===== src/rtl/spi_cmd_pkg.sv =====
// Shared opcode map, FSM encoding and status-word layout for the SPI command dispatcher.
package spi_cmd_pkg;

    localparam logic [7:0] OP_NOP       = 8'd0;
    localparam logic [7:0] OP_INIT      = 8'd1;
    localparam logic [7:0] OP_WR_INV    = 8'd2;
    localparam logic [7:0] OP_RD_INV    = 8'd3;
    localparam logic [7:0] OP_WR_LEDS   = 8'd4;
    localparam logic [7:0] OP_RD_LEDS   = 8'd5;
    localparam logic [7:0] OP_WR_VEC    = 8'd6;
    localparam logic [7:0] OP_RD_VEC    = 8'd7;
    localparam logic [7:0] OP_SET_PTR   = 8'd8;
    localparam logic [7:0] OP_RD_STATUS = 8'd9;

    typedef enum logic [1:0] {
        ST_IDLE = 2'd0,
        ST_EXEC = 2'd1,
        ST_SEND = 2'd2
    } state_t;

    localparam int         STATUS_ERR_LSB = 0;
    localparam int         STATUS_PTR_LSB = 8;
    localparam logic [7:0] ERR_MAX        = 8'd255;

endpackage


===== src/rtl/spi_vec_regfile.sv =====
// Vector storage: one synchronous write port, one combinational read port,
// synchronous whole-array clear.
module spi_vec_regfile #(
    parameter int PAYLOAD_W = 24,
    parameter int VEC_DEPTH = 4,
    parameter int PTR_W     = 2
) (
    input  logic                 clk,
    input  logic                 clr,
    input  logic                 wr_en,
    input  logic [PTR_W-1:0]     wr_addr,
    input  logic [PAYLOAD_W-1:0] wr_data,
    input  logic [PTR_W-1:0]     rd_addr,
    output logic [PAYLOAD_W-1:0] rd_data
);

    logic [PAYLOAD_W-1:0] mem [VEC_DEPTH];

    always_ff @(posedge clk) begin
        if (clr) begin
            for (int i = 0; i < VEC_DEPTH; i++) begin
                mem[i] <= '0;
            end
        end else if (wr_en) begin
            mem[wr_addr] <= wr_data;
        end
    end

    assign rd_data = mem[rd_addr];

endmodule


===== src/rtl/spi_cmd_dispatch.sv =====
// Decodes spi_slave frames ({operand, opcode}) into register, LED and vector
// commands and returns read data through the spi_slave write port.
module spi_cmd_dispatch
    import spi_cmd_pkg::*;
#(
    parameter int PAYLOAD_W = 24,
    parameter int VEC_DEPTH = 4,
    parameter int LED_W     = 3
) (
    input  logic                   clk,
    input  logic                   reset,
    input  logic                   rx_valid,
    input  logic [PAYLOAD_W+7:0]   rx_data,
    output logic                   rx_ack,
    input  logic                   tx_free,
    output logic                   tx_en,
    output logic [PAYLOAD_W-1:0]   tx_data,
    output logic [LED_W-1:0]       led,
    output logic                   busy
);

    localparam int PTR_W = $clog2(VEC_DEPTH);
    localparam logic [PTR_W-1:0] LAST_IDX = PTR_W'(VEC_DEPTH - 1);

    state_t                 state, state_nxt;
    logic                   rx_valid_q;
    logic                   pending;
    logic [PAYLOAD_W+7:0]   pend_frame;
    logic [7:0]             cmd_op;
    logic [PAYLOAD_W-1:0]   cmd_arg;
    logic [PTR_W-1:0]       ptr;
    logic [PTR_W-1:0]       idx;
    logic [PAYLOAD_W-1:0]   inv_reg;
    logic [7:0]             err_cnt;

    logic                   rx_rise;
    logic                   overrun;
    logic                   capture;
    logic                   fire;
    logic [PAYLOAD_W-1:0]   fire_data;
    logic                   init_cmd;
    logic                   wr_inv;
    logic                   wr_leds;
    logic                   vec_wr;
    logic                   ptr_load;
    logic                   op_err;
    logic                   can_send;
    logic [PAYLOAD_W-1:0]   status_word;
    logic [PAYLOAD_W-1:0]   vec_rd_data;
    logic [PTR_W-1:0]       vec_rd_addr;

    assign rx_rise  = rx_valid & ~rx_valid_q;
    // A frame arriving while one is still queued is dropped, unless the queued
    // one is being taken this very cycle.
    assign overrun  = rx_rise & pending & ~capture;
    // Waiting one idle cycle after every strobe covers the spi_slave free-flag lag.
    assign can_send = tx_free & ~tx_en;
    assign rx_ack   = capture;
    assign busy     = (state != ST_IDLE);

    always_comb begin
        status_word = '0;
        status_word[STATUS_ERR_LSB +: 8]     = err_cnt;
        status_word[STATUS_PTR_LSB +: PTR_W] = ptr;
    end

    assign vec_rd_addr = (state == ST_SEND) ? idx : ptr;

    spi_vec_regfile #(
        .PAYLOAD_W (PAYLOAD_W),
        .VEC_DEPTH (VEC_DEPTH),
        .PTR_W     (PTR_W)
    ) u_vec (
        .clk     (clk),
        .clr     (reset | init_cmd),
        .wr_en   (vec_wr),
        .wr_addr (ptr),
        .wr_data (cmd_arg),
        .rd_addr (vec_rd_addr),
        .rd_data (vec_rd_data)
    );

    always_ff @(posedge clk) begin
        if (reset) begin
            state <= ST_IDLE;
        end else begin
            state <= state_nxt;
        end
    end

    always_comb begin
        state_nxt = state;
        capture   = 1'b0;
        fire      = 1'b0;
        fire_data = '0;
        init_cmd  = 1'b0;
        wr_inv    = 1'b0;
        wr_leds   = 1'b0;
        vec_wr    = 1'b0;
        ptr_load  = 1'b0;
        op_err    = 1'b0;
        case (state)
            ST_IDLE: begin
                if (pending) begin
                    capture   = 1'b1;
                    state_nxt = ST_EXEC;
                end
            end
            ST_EXEC: begin
                state_nxt = ST_IDLE;
                case (cmd_op)
                    OP_NOP:     ;
                    OP_INIT:    init_cmd = 1'b1;
                    OP_WR_INV:  wr_inv   = 1'b1;
                    OP_WR_LEDS: wr_leds  = 1'b1;
                    OP_WR_VEC:  vec_wr   = 1'b1;
                    OP_SET_PTR: begin
                        if (cmd_arg < PAYLOAD_W'(VEC_DEPTH)) ptr_load = 1'b1;
                        else                                 op_err   = 1'b1;
                    end
                    OP_RD_INV, OP_RD_LEDS, OP_RD_STATUS: begin
                        if (can_send) begin
                            fire = 1'b1;
                            if (cmd_op == OP_RD_INV)       fire_data = inv_reg;
                            else if (cmd_op == OP_RD_LEDS) fire_data = PAYLOAD_W'(led);
                            else                           fire_data = status_word;
                        end else begin
                            state_nxt = ST_EXEC;
                        end
                    end
                    OP_RD_VEC:  state_nxt = ST_SEND;
                    default:    op_err = 1'b1;
                endcase
            end
            ST_SEND: begin
                if (can_send) begin
                    fire      = 1'b1;
                    fire_data = vec_rd_data;
                    if (idx == LAST_IDX) state_nxt = ST_IDLE;
                end
            end
            default: state_nxt = ST_IDLE;
        endcase
    end

    always_ff @(posedge clk) begin
        if (reset) begin
            rx_valid_q <= 1'b0;
            pending    <= 1'b0;
            pend_frame <= '0;
            cmd_op     <= '0;
            cmd_arg    <= '0;
            ptr        <= '0;
            idx        <= '0;
            inv_reg    <= '0;
            led        <= '0;
            err_cnt    <= '0;
            tx_en      <= 1'b0;
            tx_data    <= '0;
        end else begin
            rx_valid_q <= rx_valid;

            if (rx_rise)      pending <= 1'b1;
            else if (capture) pending <= 1'b0;
            if (rx_rise && (!pending || capture)) pend_frame <= rx_data;

            if (capture) begin
                cmd_op  <= pend_frame[7:0];
                cmd_arg <= pend_frame[PAYLOAD_W+7:8];
            end

            tx_en <= fire;
            if (fire) tx_data <= fire_data;

            if (fire && state == ST_SEND) begin
                idx <= (idx == LAST_IDX) ? '0 : idx + PTR_W'(1);
            end

            if (init_cmd) begin
                ptr     <= '0;
                inv_reg <= '0;
                led     <= '0;
                err_cnt <= '0;
            end else begin
                if (wr_inv)  inv_reg <= ~cmd_arg;
                if (wr_leds) led     <= cmd_arg[LED_W-1:0];
                if (vec_wr)  ptr     <= (ptr == LAST_IDX) ? '0 : ptr + PTR_W'(1);
                if (ptr_load) ptr    <= cmd_arg[PTR_W-1:0];
                if ((op_err || overrun) && err_cnt != ERR_MAX) err_cnt <= err_cnt + 8'd1;
            end
        end
    end

endmodule


===== config.mk =====
export PLATFORM = sky130hd
export DESIGN_NAME = spi_cmd_dispatch
export DESIGN_NICKNAME = d
export VERILOG_FILES = /design/src/rtl/spi_cmd_pkg.sv /design/src/rtl/spi_vec_regfile.sv /design/src/rtl/spi_cmd_dispatch.sv
export SDC_FILE = /design/constraint.sdc
export NUM_CORES = 1
export LEC_CHECK = 0
export BUFFER_PORTS_ARGS = -buffer_cell sky130_fd_sc_hd__buf_2
export CORE_MARGIN = 2
export CORE_UTILIZATION = 56
export CTS_BUF_LIST = sky130_fd_sc_hd__clkbuf_4 sky130_fd_sc_hd__clkbuf_8
export CTS_CLUSTER_SIZE = 20
export DETAILED_ROUTE_END_ITERATION = 7
export PLACE_DENSITY = 0.78
export RECOVER_POWER = 100
export SLEW_MARGIN = 20
export SYNTH_ARGS = -nofsm -noshare
export SYNTH_HDL_FRONTEND = slang
export SYNTH_HIERARCHICAL = 1
export SYNTH_SLANG_ARGS = --single-unit

===== constraint.sdc =====
create_clock -name clk -period 8.6 [get_ports clk]
set_input_delay 1.72 -clock clk [delete_from_list [all_inputs] [get_ports clk]]
set_output_delay 1.72 -clock clk [all_outputs]
set_load 0.05 [all_outputs]

Yosys cells after proc, flatten, opt, wreduce, memory -nomap -nowiden
Memory sizes are Yosys's and may differ from the RTL's.
Index checks and enable logic that the tools add are counted.
- bits in registers: 132
- memory bits (writable): 96
- output and inout port bits: 30
- memories kept: 1
- add/subtract/negate cells: 3
- magnitude comparators: 1
- equal/unequal tests: 17
- muxes and demuxes: 46
- bitwise operators: 9
- reduce and logical (&&, ||, !) cells: 16
- memory list (name ; depth ; width ; read ports ; clocked after memory_dff ; write ports ; line ; text):
    u_vec.mem ; 4 ; 24 ; 1 ; 0 ; 4 ; spi_vec_regfile.sv:17 ; logic [PAYLOAD_W-1:0] mem [VEC_DEPTH];
- operators with widths (kind ; number):
    two-way mux 24 bit ; 5
    one-hot mux 24 bit (2 select lines) ; 1
    equality test 8 x 3 -> 1 bit (second input constant) ; 4
    two-way mux 1 bit ; 26
    less-than comparator 24 x 3 -> 1 bit (second input constant) ; 1
    inverter 24 bit ; 1
    OR reduction 24 bit ; 1
    two-way mux 2 bit ; 9
    equality test 8 x 2 -> 1 bit (second input constant) ; 2
    equality test 8 x 4 -> 1 bit (second input constant) ; 2
    two-way mux 10 bit ; 1
    OR reduction 9 bit ; 1
    adder 8 x 1 -> 8 bit (second input constant) ; 1
    equality test 8 x 1 -> 1 bit (second input constant) ; 1
    zero test 8 bit ; 1
    != test 8 bit (second input constant) ; 1
    equality test 2 bit (second input constant) ; 3
    != test 2 bit (second input constant) ; 3
    one-hot mux 2 bit (3 select lines) ; 1
    nonzero test 2 bit ; 3
    adder 2 x 1 -> 2 bit (second input constant) ; 2
    AND 1 bit ; 4
    one-hot mux 1 bit (2 select lines) ; 2
    one-hot mux 2 bit (2 select lines) ; 1
    10 further kinds ; 15

Longest topological paths before layout
- depth after elaboration: 8
- gate-level depth with buffers: 10
- mapped depth without buffers: 8

Modules after synthesis
The synthesis kept the hierarchy.
- by module, submodules not included (module ; times used ; cells each ; area each (um2) ; sequential area each (um2)):
    spi_cmd_dispatch ; 1 ; 665 ; 5460.2 ; 2642.5
    spi_vec_regfile ; 1 ; 240 ; 4294.1 ; 2882.8

Worst setup path before layout
OpenSTA, ideal clock, no wires.
- path type: in2reg
- start point: in reset
- end point: mem u_vec.mem[0][0] (enable)
- library setup time: 410 ps
- arrival: 3256 ps
- data required time: 8190 ps
- setup slack: 4934 ps
- stages: 5
- buffers on the path: 2
- cells stage by stage: clkbuf_1 a31oi_1 inv_1 clkbuf_1 o21bai_1
- RTL lines (element ; line ; text):
    start, declared ; spi_cmd_dispatch.sv:11 ; input logic reset,
    end, declared ; spi_vec_regfile.sv:17 ;

==> run metrics <==
starting DRC count in detailed routing=506; total inserted antenna cells=0; clock edge transition at the registers on the reported setup and hold paths=0.06 ns; Post-Syn Area=9750 sq um; Pleak=around 0.0040 uW; die width=~140 um; biggest regs=u_vec/mem x96, pend_frame x32; port buffer count=65; run status=finished with violations; clock latency on the worst-skew pair=roughly 0.53 ns; Peak Freq=175 MHz; max-capacitance violation count=2; async set or reset register ratio after synthesis=0%; DR vias=around 7000; Layout Skew=0.0236 ns; Largest Register=u_vec/mem; Initial Utilization=56.8%; number of top-level pins=66; Post-Route Setup TNS=0 ns; ordered list of cells on the worst path=buf_2 -> buf_4 -> a31oi_1 -> inv_1 -> clkbuf_1 -> o21bai_1 -> clkbuf_1; DRT Wirelength=about 21000 um; RD Place Congestion=0.839; Post-route DRC=0; Clk Tree Root Cell=clkbuf_8; aggregate global-route resource usage=23.2%; FF+latch count, synth=228; IR Drop Worst-Case VDD=122 uV; Core Region=roughly 17000 sq um; Final #Nets=1001; hold violation count in the final report=0; Final Critical Period=roughly 5.7 ns; post-cts hold buffer count=0; critical path fanouts, max=96; kind of capture point of the worst setup path=flop; ratio of routed vias to standard cells=approximately 5.6; worst slew margin relative to its limit=-36.3%; hold slack final=0.446 ns; endpoints failing setup=0; data required time of the worst path=8.72 ns; main flop type after synthesis=dfxtp_1; postcts setup bufs=0; Crit Path Category=in2reg; warning count from the yosys run=6; Post-Syn Instances=905; Detail Placement HPWL=around 13000 um; transition time at the pin with the least slew margin=2.04 ns; violated checks=capacitance limit, slew limit; total CTS buffers=37; Slowest Stage Delay on Critical Path=1.27 ns; Arr. time, crit path=5.85 ns; Post-Syn Area per Cell=10.8 sq um; CTS sink cnt=228; number of detailed-routing iterations run before antenna repair=5; CTS tree=built; DR WL/cell=17.2 um; RSZ-0062 raised after global routing=no; nets in the synthesized netlist=947; flip-flop count of the largest register, all copies and words added=96; vias in the first global route=6676; post-synthesis to final-layout area growth=10.8%; gr ovfl total=0; Site Rows=48; largest net degree at the start of global routing=97; Final Max Tran Viols=88; setup ws final=2.87 ns; class of the worst hold path=reg2reg; DP Worst Slack=3.74 ns; first-pass GRT wire length=between 30000 and 40000 um; Pwr Density=a little over 200 nW/um^2; antenna violations before repair=0; maximum level of the CTS H-tree=2; Final Cycle Share=66.6%; Seq/Total Area, Yosys=56.6%; Post-synth EDFFs=96; Chip Height=136 um; Most Frequent Cell on Critical Path=clkbuf_1; Cell variety after synth=55; cell at the slowest stage of the critical path=clkbuf_1; number of resized instances in the post-cts repair step=0; CP startpoint kind=input pin; full die area=between 15000 and 20000 sq um; share of post-route cells with drive strength above 1=11.4%; maximum clock path buffer count=3; Overall Power=about 2200 uW; final antenna-violating net count=0
-- through the flow --
stage	area, sq um	cells	utilization, %
final	10800	1211	62.9
after global routing	10800	1211	62.9
after CTS	10900	1210	63.5
after detailed placement	10200	1144	59.2
after global placement	10200	1144	59.2
after floorplan	9750	905	-
-- placed cells by master, fill, tap and decap left out, types with 3 or more instances in the layout --
master,n
nand4_1,7
nand3_1,6
buf_4,5
nand4b_1,3
and2_1,44
dfxtp_1,132
clkbuf_1,37
nand2b_1,8
inv_1,12
o21bai_1,3
a21oi_1,88
edfxtp_1,96
nor2b_1,24
nor3_1,23
a22o_1,7
ha_1,6
mux4_1,23
and2_0,53
nor2_1,64
a221oi_1,24
a211oi_1,8
nor4_1,7
a31oi_1,5
a211o_1,3
mux2i_1,14
mux2_2,3
clkbuf_8,40
clkinv_2,3
and3_1,4
buf_2,34
nand2_1,146
clkbuf_4,20
-- critical path: cells and delay by family --
kind / cells / cell delay [ns]
AO/OA/AOI/OAI: 2 / 0.97
buffers and inverters: 5 / 3.10
-- synthesized netlist by cell type (all sizes together) (2+ instances only) --
| cell | instances | area, sq um |
|---|---|---|
| a22o | 7 | 61.3 |
| and4bb | 2 | 25.0 |
| o21a | 2 | 15.0 |
| nor4b | 2 | 32.5 |
| and2 | 97 | 607 |
| inv | 12 | 45.0 |
| a211o | 3 | 26.3 |
| nor3 | 23 | 115 |
| nand4 | 7 | 43.8 |
| nand2b | 8 | 50.1 |
| edfxtp | 96 | 2880 |
| a21oi | 89 | 445 |
| nor2 | 64 | 240 |
| a211oi | 8 | 60.1 |
| nand4b | 3 | 26.3 |
| buf | 18 | 118 |
| and3 | 4 | 25.0 |
| mux2 | 3 | 33.8 |
| o21ai | 2 | 10.0 |
| nand3 | 6 | 30.0 |
| a221oi | 24 | 210 |
| clkbuf | 43 | 169 |
| xor2 | 2 | 17.5 |
| a31oi | 5 | 31.3 |
| mux4 | 24 | 627 |
| dfxtp | 132 | 2640 |
| mux2i | 14 | 140 |
| a31o | 2 | 17.5 |
| o21bai | 3 | 22.5 |
| ha | 6 | 75.1 |
| nor2b | 24 | 150 |
| nor4 | 9 | 77.6 |
| nand2 | 146 | 548 |
| a2111oi | 2 | 23.8 |
| o2111ai | 2 | 17.5 |
-- worst paths after layout --
check                      to  cells after the start     startpoint  slack [ns]
max          u_vec/mem[2][11]                      7          reset        2.87
min                 cmd_op[1]                      2  pend_frame[1]        0.45
max reg2reg  u_vec/mem[2][11]                      7      cmd_op[4]        3.78
min reg2reg         cmd_op[1]                      2  pend_frame[1]        0.45
-- where the power goes --
| group | internal (uW) | switching, uW | leakage, uW |
|---|---|---|---|
| Sequential | 1160 | 17.1 | 0.00206 |
| Clock | 514 | 398 | 0.000395 |
| Combinational | 31.1 | 65.7 | 0.00157 |
| Total | 1700 | 481 | 0.00402 |
-- layout make-up --
| cell class | count | area (sq um) |
|---|---|---|
| Tap cell | 225 | 282 |
| Timing Repair Buffer | 76 | 347 |
| Inverter | 12 | 45.0 |
| Fill cell | 1446 | 6370 |
| Clock inverter | 6 | 30.0 |
| Sequential cell | 228 | 5530 |
| Clock buffer | 60 | 701 |
| Multi-Input combinational cell | 604 | 3880 |
-- layer usage --
metal | routed length (um) | track usage, % | vias up
met5 | 0 | 0 | -
met4 | 618 | 9.61 | 0
met3 | 1260 | 3.32 | 49
met2 | 9900 | 38.4 | 225
met1 | 9000 | 30.8 | 3221
li1 | - | - | 3343
-- cell families after synthesis --
group           Yosys count  synth area share [%]
flops                   228                  56.6
mux                      41                  8.21
fa+ha+maj                 6                 0.770
buf+inv                  73                  3.40
simple gates            400                  20.7
compound gates          155                  10.1
xor+xnor                  2                 0.180
Power figures use the tool's default switching activity.
